### config.mk
export PLATFORM = sky130hd
export DESIGN_NAME = uart_rx_byte
export DESIGN_NICKNAME = d
export VERILOG_FILES = /design/src/rtl/trivium_pkg.sv /design/src/rtl/uart_sync.sv /design/src/rtl/uart_rx_byte.sv
export SDC_FILE = /design/constraint.sdc
export NUM_CORES = 1
export LEC_CHECK = 0
export ABC_AREA = 1
export BUFFER_PORTS_ARGS = -buffer_cell sky130_fd_sc_hd__buf_2
export CORE_ASPECT_RATIO = 0.5
export CORE_MARGIN = 4
export CORE_UTILIZATION = 45
export CTS_CLUSTER_SIZE = 12
export DETAILED_ROUTE_END_ITERATION = 12
export HOLD_SLACK_MARGIN = 0.12
export SLEW_MARGIN = 5
export SYNTH_ARGS = -nofsm -noshare
export SYNTH_HDL_FRONTEND = slang
export SYNTH_HIERARCHICAL = 1
export SYNTH_SLANG_ARGS = --single-unit
export TNS_END_PERCENT = 100
### constraint.sdc
create_clock -name clk -period 3.31 [get_ports clk]
set_input_delay 0.331 -clock clk [delete_from_list [all_inputs] [get_ports clk]]
set_output_delay 0.331 -clock clk [all_outputs]
set_load 0.01 [all_outputs]
### src/rtl/trivium_pkg.sv
// Constants and types shared by the Trivium UART front end (uart_rx_byte, uart_sync, future uart_tx).
package trivium_pkg;

  typedef enum logic [2:0] {
    IDLE,
    START,
    DATA,
    STOP,
    WAIT_IDLE
  } uart_rx_state_t;

  localparam int UART_DATA_BITS    = 8;
  localparam int UART_CLKS_PER_BIT = 10416;  // 100 MHz core clock, 9600 baud

  function automatic logic maj3(input logic a, input logic b, input logic c);
    return (a & b) | (a & c) | (b & c);
  endfunction

endpackage

### src/rtl/uart_sync.sv
// Metastability synchronizer for an asynchronous, idle-high serial line.
// Latency SYNC_STAGES cycles; no backpressure. Resets to 1 so a reset never looks like a start bit.
module uart_sync #(
  parameter int SYNC_STAGES = 2
) (
  input  logic clk,
  input  logic rst,
  input  logic i_d,
  output logic o_q
);

  logic [SYNC_STAGES-1:0] r_sync;

  always_ff @(posedge clk) begin
    if (rst) begin
      r_sync <= '1;
    end else begin
      r_sync <= {r_sync[SYNC_STAGES-2:0], i_d};
    end
  end

  assign o_q = r_sync[SYNC_STAGES-1];

endmodule

### src/rtl/uart_rx_byte.sv
// 8N1 UART receiver feeding a one-entry valid/ready byte buffer; rx_valid rises 1 cycle after the stop sample.
// A full, unconsumed buffer drops the new byte and pulses overrun. UART_RX_MAJORITY_EN: 2-of-3 vote per sample.
module uart_rx_byte
  import trivium_pkg::*;
#(
  parameter int CLKS_PER_BIT = UART_CLKS_PER_BIT,
  parameter int SYNC_STAGES  = 2
) (
  input  logic       clk,
  input  logic       rst,
  input  logic       ena,
  input  logic       serial_in,
  output logic [7:0] rx_data,
  output logic       rx_valid,
  input  logic       rx_ready,
  output logic       frame_err,
  output logic       overrun
);

  localparam int CW    = $clog2(CLKS_PER_BIT);
  localparam int IDX_W = $clog2(UART_DATA_BITS);
  localparam logic [CW-1:0]    C_BIT_LAST = CW'(CLKS_PER_BIT - 1);
  localparam logic [IDX_W-1:0] C_IDX_LAST = IDX_W'(UART_DATA_BITS - 1);
`ifdef UART_RX_MAJORITY_EN
  // Whole frame shifted one cycle late so the vote window mid-1..mid+1 ends at the decision point.
  localparam logic [CW-1:0]    C_START_LAST = CW'(CLKS_PER_BIT / 2);
`else
  localparam logic [CW-1:0]    C_START_LAST = CW'(CLKS_PER_BIT / 2 - 1);
`endif

  uart_rx_state_t r_state, w_state_nxt;

  logic                      w_rxs;
  logic                      w_sample;
  logic                      w_cnt_hit;
  logic                      w_cnt_clr;
  logic                      w_shift_en;
  logic                      w_stop_ok;
  logic                      w_stop_bad;
  logic [CW-1:0]             r_cnt;
  logic [IDX_W-1:0]          r_idx;
  logic [UART_DATA_BITS-1:0] r_shift;
  logic [UART_DATA_BITS-1:0] r_data;
  logic                      r_valid;
  logic                      r_ferr;
  logic                      r_ovr;

  uart_sync #(
    .SYNC_STAGES(SYNC_STAGES)
  ) u_sync (
    .clk(clk),
    .rst(rst),
    .i_d(serial_in),
    .o_q(w_rxs)
  );

`ifdef UART_RX_MAJORITY_EN
  logic r_h1;
  logic r_h2;

  always_ff @(posedge clk) begin
    if (rst) begin
      r_h1 <= 1'b1;
      r_h2 <= 1'b1;
    end else begin
      r_h1 <= w_rxs;
      r_h2 <= r_h1;
    end
  end

  assign w_sample = maj3(r_h2, r_h1, w_rxs);
`else
  assign w_sample = w_rxs;
`endif

  assign w_cnt_hit = (r_state == START) ? (r_cnt == C_START_LAST) : (r_cnt == C_BIT_LAST);

  always_ff @(posedge clk) begin
    if (rst) begin
      r_state <= IDLE;
    end else begin
      r_state <= w_state_nxt;
    end
  end

  always_comb begin
    w_state_nxt = r_state;
    w_cnt_clr   = 1'b0;
    w_shift_en  = 1'b0;
    w_stop_ok   = 1'b0;
    w_stop_bad  = 1'b0;
    case (r_state)
      IDLE: begin
        if (!w_rxs) begin
          w_state_nxt = START;
          w_cnt_clr   = 1'b1;
        end
      end
      START: begin
        if (w_cnt_hit) begin
          w_cnt_clr   = 1'b1;
          w_state_nxt = w_sample ? IDLE : DATA;
        end
      end
      DATA: begin
        if (w_cnt_hit) begin
          w_cnt_clr  = 1'b1;
          w_shift_en = 1'b1;
          if (r_idx == C_IDX_LAST) w_state_nxt = STOP;
        end
      end
      STOP: begin
        if (w_cnt_hit) begin
          w_cnt_clr = 1'b1;
          if (w_sample) begin
            w_stop_ok   = 1'b1;
            w_state_nxt = IDLE;
          end else begin
            w_stop_bad  = 1'b1;
            w_state_nxt = WAIT_IDLE;
          end
        end
      end
      WAIT_IDLE: begin
        // A held-low line (break) must not be re-read as back-to-back start bits.
        if (w_rxs) w_state_nxt = IDLE;
      end
      default: w_state_nxt = IDLE;
    endcase
    if (!ena) begin
      w_state_nxt = IDLE;
      w_cnt_clr   = 1'b1;
      w_shift_en  = 1'b0;
      w_stop_ok   = 1'b0;
      w_stop_bad  = 1'b0;
    end
  end

  always_ff @(posedge clk) begin
    if (rst) begin
      r_cnt   <= '0;
      r_idx   <= '0;
      r_shift <= '0;
      r_data  <= '0;
      r_valid <= 1'b0;
      r_ferr  <= 1'b0;
      r_ovr   <= 1'b0;
    end else begin
      if (w_cnt_clr || r_state == IDLE || r_state == WAIT_IDLE) begin
        r_cnt <= '0;
      end else begin
        r_cnt <= r_cnt + 1'b1;
      end

      if (r_state != DATA) begin
        r_idx <= '0;
      end else if (w_shift_en) begin
        r_idx <= r_idx + 1'b1;
      end

      if (w_shift_en) r_shift[r_idx] <= w_sample;

      r_ferr <= w_stop_bad;
      r_ovr  <= w_stop_ok && r_valid && !rx_ready;

      // A consume in the same cycle frees the slot, so the new byte lands without an overrun.
      if (w_stop_ok && (!r_valid || rx_ready)) begin
        r_data  <= r_shift;
        r_valid <= 1'b1;
      end else if (r_valid && rx_ready) begin
        r_valid <= 1'b0;
      end
    end
  end

  assign rx_data   = r_data;
  assign rx_valid  = r_valid;
  assign frame_err = r_ferr;
  assign overrun   = r_ovr;

endmodule

==> results.yml <==
run_status:
  outcome: "complete, no violations"
timing:
  max_freq_ghz: 0.485
  finalHoldViolations: 0
  setup_tns_ns: 0
  rsz0062_at_grt: "false"
  tightest_slew_ns: 0.601
  finClkSkew_ns: 0.00642
  slew-limit-headroom_pct: 59.9
  setup_viol: 0
  hold_slack_ns: 0.212
  fin_crit_sh_pct: 62.2
  post-route-min-period_ns: 2.06
  maxSlewViolCount: 0
route:
  route.detailed.drc: 0
  wl_um: 3650
  via_per_inst: 4.66
  num_vias: 1665
  first_pass_iters: 4
  antenna_left: 0
  wire_per_inst_um: 10.2
  first_iter_violations: 35
power_and_ir_drop:
  power_switching_uw: 186
  total_power_uw: 858
  power_frac_seq_pct: 58.3
  pwr-share-clk_pct: 37.8
  p_comb_share_pct: 3.9
  power_leakage_uw: 0.00106
  power_density_nw_per_um2: 402
  swShare_pct: 21.7
  internal_power_uw: 672
  peakVddDrop_mv: 0.189
clocking:
  hold_buffers: 0
  cts_tree: "yes"
  insertion_delay_ns: 0.29
  cts_sinks: 41
  numCtsBuffers: 5
  max-clock-path-buffers: 2
  post-cts-setup-buffers: 0
  cts.repair.resized: 0
  htree_num_levels: 2
  cts_root_buf: "clkbuf_8"
  clkTransAtPathRegs_ns: 0.07
synth:
  syn_inst: 286
  ys_seq_elements: 41
  synth_simple_gate_area_share_pct: 38.7
  synth_top_family_by_area: "simple AND/OR/NAND/NOR gates"
  synth_compound_area_share_pct: 4.49
  synth_area_per_cell_um2: 6.82
  yosysWarnings: 6
  synth_nets: 294
  synth_area_um2: 1950
  yosysUniqueCellTypes: 30
  yosysSeqAreaShare_pct: 42.1
  synth-xor-area-share_pct: 1.80
  synthMuxAreaShare_pct: 0
  synth_fa_ha_area_share_pct: 1.92
cells_and_area:
  fin_cells: 357
  layout.nets: 311
  drive_gt1_share_pct: 9.90
  syn_to_final_growth_pct: 9.56
  antennaDiodeCount: 0
grt:
  grt.overflow.total: 0
  grt_pass1_vias: 1496
  grt_usage_pct: 14.7
  grt_antenna_before_repair: 0
  grt_max_degree: 19
  grt_pass1_wl_um: 6350
worst_setup_path:
  startpoint: "r_cnt[0]$_SDFF_PP0_"
  worstPathArrival_ns: 2.21
  crit_path_end_kind: "flop"
  crit_slowest_cell: "o21ai_2"
  rrSetupSlack_ns: 1.25
  worstSetupPathType: "flop to flop"
  worst_ep_required_time_ns: 3.46
  crit_top_cell: "nor3_1"
  r2r_end: "r_cnt[2]$_SDFF_PP0_"
  crit_chain: "ha_1, nand2_1, nor3_1, nand3b_1, nor2_4, inv_2, o21ai_2, nor3_1"
  crit_path_max_fanout: 14
  crit_path_start_kind: "flop"
  slowest_delay_ns: 0.49
  r2r_start: "r_cnt[0]$_SDFF_PP0_"
  rr_worst_depth: 8
floorplan:
  die_w_um: 101
  dieArea_um2: 5520
  ioPinCount: 16
  core_area_um2: 4040
  fp-row-count: 16
  initial_core_util_pct: 48.2
  die_y_um: 54.6
worst_hold_path:
  hold_path_class: "input pin to flop"
  min_from: "serial_in"
  min_to: "u_sync/r_sync[0]$_SDFF_PP1_"
  holdPathStages: 3
placement:
  port-buffer-count: 15
  post-place-cells: 350
  place_congestion: 0.857
  hpwl_um: 2600
flow_run:
  drv_cap: 0
==> worst max-delay path: cells and delay by family, from the launching register on <==
family	cells	cell delay [ns]
AOI/OAI and AO/OA	1	0.49
DFF	1	0.35
and+or+nand+nor	5	0.82
adders and majority gates	1	0.20
buffers and inverters	1	0.07
==> logic make-up (layout without fill, tap and decap cells) <==
logic type | count (synthesis) | count (layout)
xor+xnor | 4 | 4
fa+ha+maj | 3 | 3
simple gates | 171 | 171
compound gates | 16 | 16
buf+inv | 51 | 68
flops | 41 | 41
==> layout make-up <==
cell class	instances	area, µm²
tap	54	67.6
timing repair buffer	15	75.1
multi-input combinational	194	915
fill	444	1910
clock buffer	7	86.3
inverter	46	173
sequential	41	821
==> synthesized netlist by cell type <==
master	instances	share of area (%)
buf_6	3	1.7
nand2_2	1	0.32
inv_2	2	0.39
ha_1	3	1.9
a31oi_1	1	0.32
dfxtp_1	41	42
nand3_2	1	0.51
nand4_1	9	2.9
o21ai_1	1	0.26
nor3_1	8	2.1
nor2_2	2	0.64
a21oi_1	10	2.6
nand3b_4	1	1.0
o211ai_1	1	0.39
xor2_1	4	1.8
nand3_1	13	3.3
nor2_4	1	0.58
nor4_1	1	0.32
and3_1	1	0.32
buf_2	1	0.26
nand2_1	66	13
buf_1	1	0.19
nor3b_1	2	0.77
o21ai_2	1	0.45
nand3b_1	3	1.2
inv_1	43	8.3
or2_0	1	0.32
nor2_1	61	12
o21ai_0	2	0.51
clkinv_1	1	0.19
==> worst max path at each step <==
stage | to | depth (start not counted)
floorplan | r_cnt[12]$_SDFF_PP0_ | 9
global placement | r_cnt[13]$_SDFF_PP0_ | 8
detailed placement | r_cnt[2]$_SDFF_PP0_ | 8
CTS | r_cnt[2]$_SDFF_PP0_ | 8
global route | r_cnt[5]$_SDFF_PP0_ | 8
finish | r_cnt[2]$_SDFF_PP0_ | 8
==> registers in the layout (all words and copies together) (netlist names) <==
register,cells
u_sync/r_sync,2
overrun,1
rx_data,8
r_state,3
r_idx,3
r_cnt,14
frame_err,1
r_shift,8
rx_valid,1
==> stage by stage <==
stage | utilization, % | setup slack [ns] | area, µm²
finish | 52.8 | 1.25 | 2140
global route | 52.8 | 0.971 | 2140
CTS | 52.8 | 1.22 | 2140
detailed placement | 50.7 | 1.23 | 2050
global placement | 50.7 | 1.33 | 2050
floorplan | - | 1.72 | 1950
==> cells in the final DEF (no fill, tap or decap) <==
| cell | netlist | layout |
|---|---|---|
| o211ai_1 | 1 | 1 |
| inv_2 | 2 | 2 |
| nor2_4 | 1 | 1 |
| clkbuf_1 | 0 | 1 |
| and3_1 | 1 | 1 |
| nor4_1 | 1 | 1 |
| nand2_1 | 66 | 66 |
| dfxtp_1 | 41 | 41 |
| a31oi_1 | 1 | 1 |
| o21ai_0 | 2 | 2 |
| nand3b_1 | 3 | 3 |
| nor3_1 | 8 | 8 |
| nand3_2 | 1 | 1 |
| ha_1 | 3 | 3 |
| nand3_1 | 13 | 13 |
| o21ai_1 | 1 | 1 |
| buf_2 | 1 | 15 |
| xor2_1 | 4 | 4 |
| nand3b_4 | 1 | 1 |
| nor2_1 | 61 | 61 |
| clkbuf_8 | 0 | 6 |
| clkinv_1 | 1 | 1 |
| inv_1 | 43 | 43 |
| a21oi_1 | 10 | 10 |
| nand2_2 | 1 | 1 |
| or2_0 | 1 | 1 |
| nand4_1 | 9 | 9 |
| nor3b_1 | 2 | 2 |
| nor2_2 | 2 | 2 |
| o21ai_2 | 1 | 1 |
==> power groups by stage <==
stage | clock network [µW] | registers (µW) | logic (µW)
final | 325 | 500 | 33.3
after global routing | 363 | 501 | 38.6
after CTS | 338 | 500 | 34.1
after detailed placement | 0 | 512 | 34.1
after global placement | 0 | 512 | 33.5
after floorplan | 0 | 510 | 27.6
==> layer usage <==
layer / vias up / GRT usage (%) / wire length, µm
met2: 16 / 25.4 / 1640
li1: 912 / - / -
met4: 0 / 4.64 / 42
met3: 5 / 4.58 / 114
met5: - / 0 / 0
met1: 732 / 17.9 / 1850
Note: power is estimated with default switching activity, not from simulation.
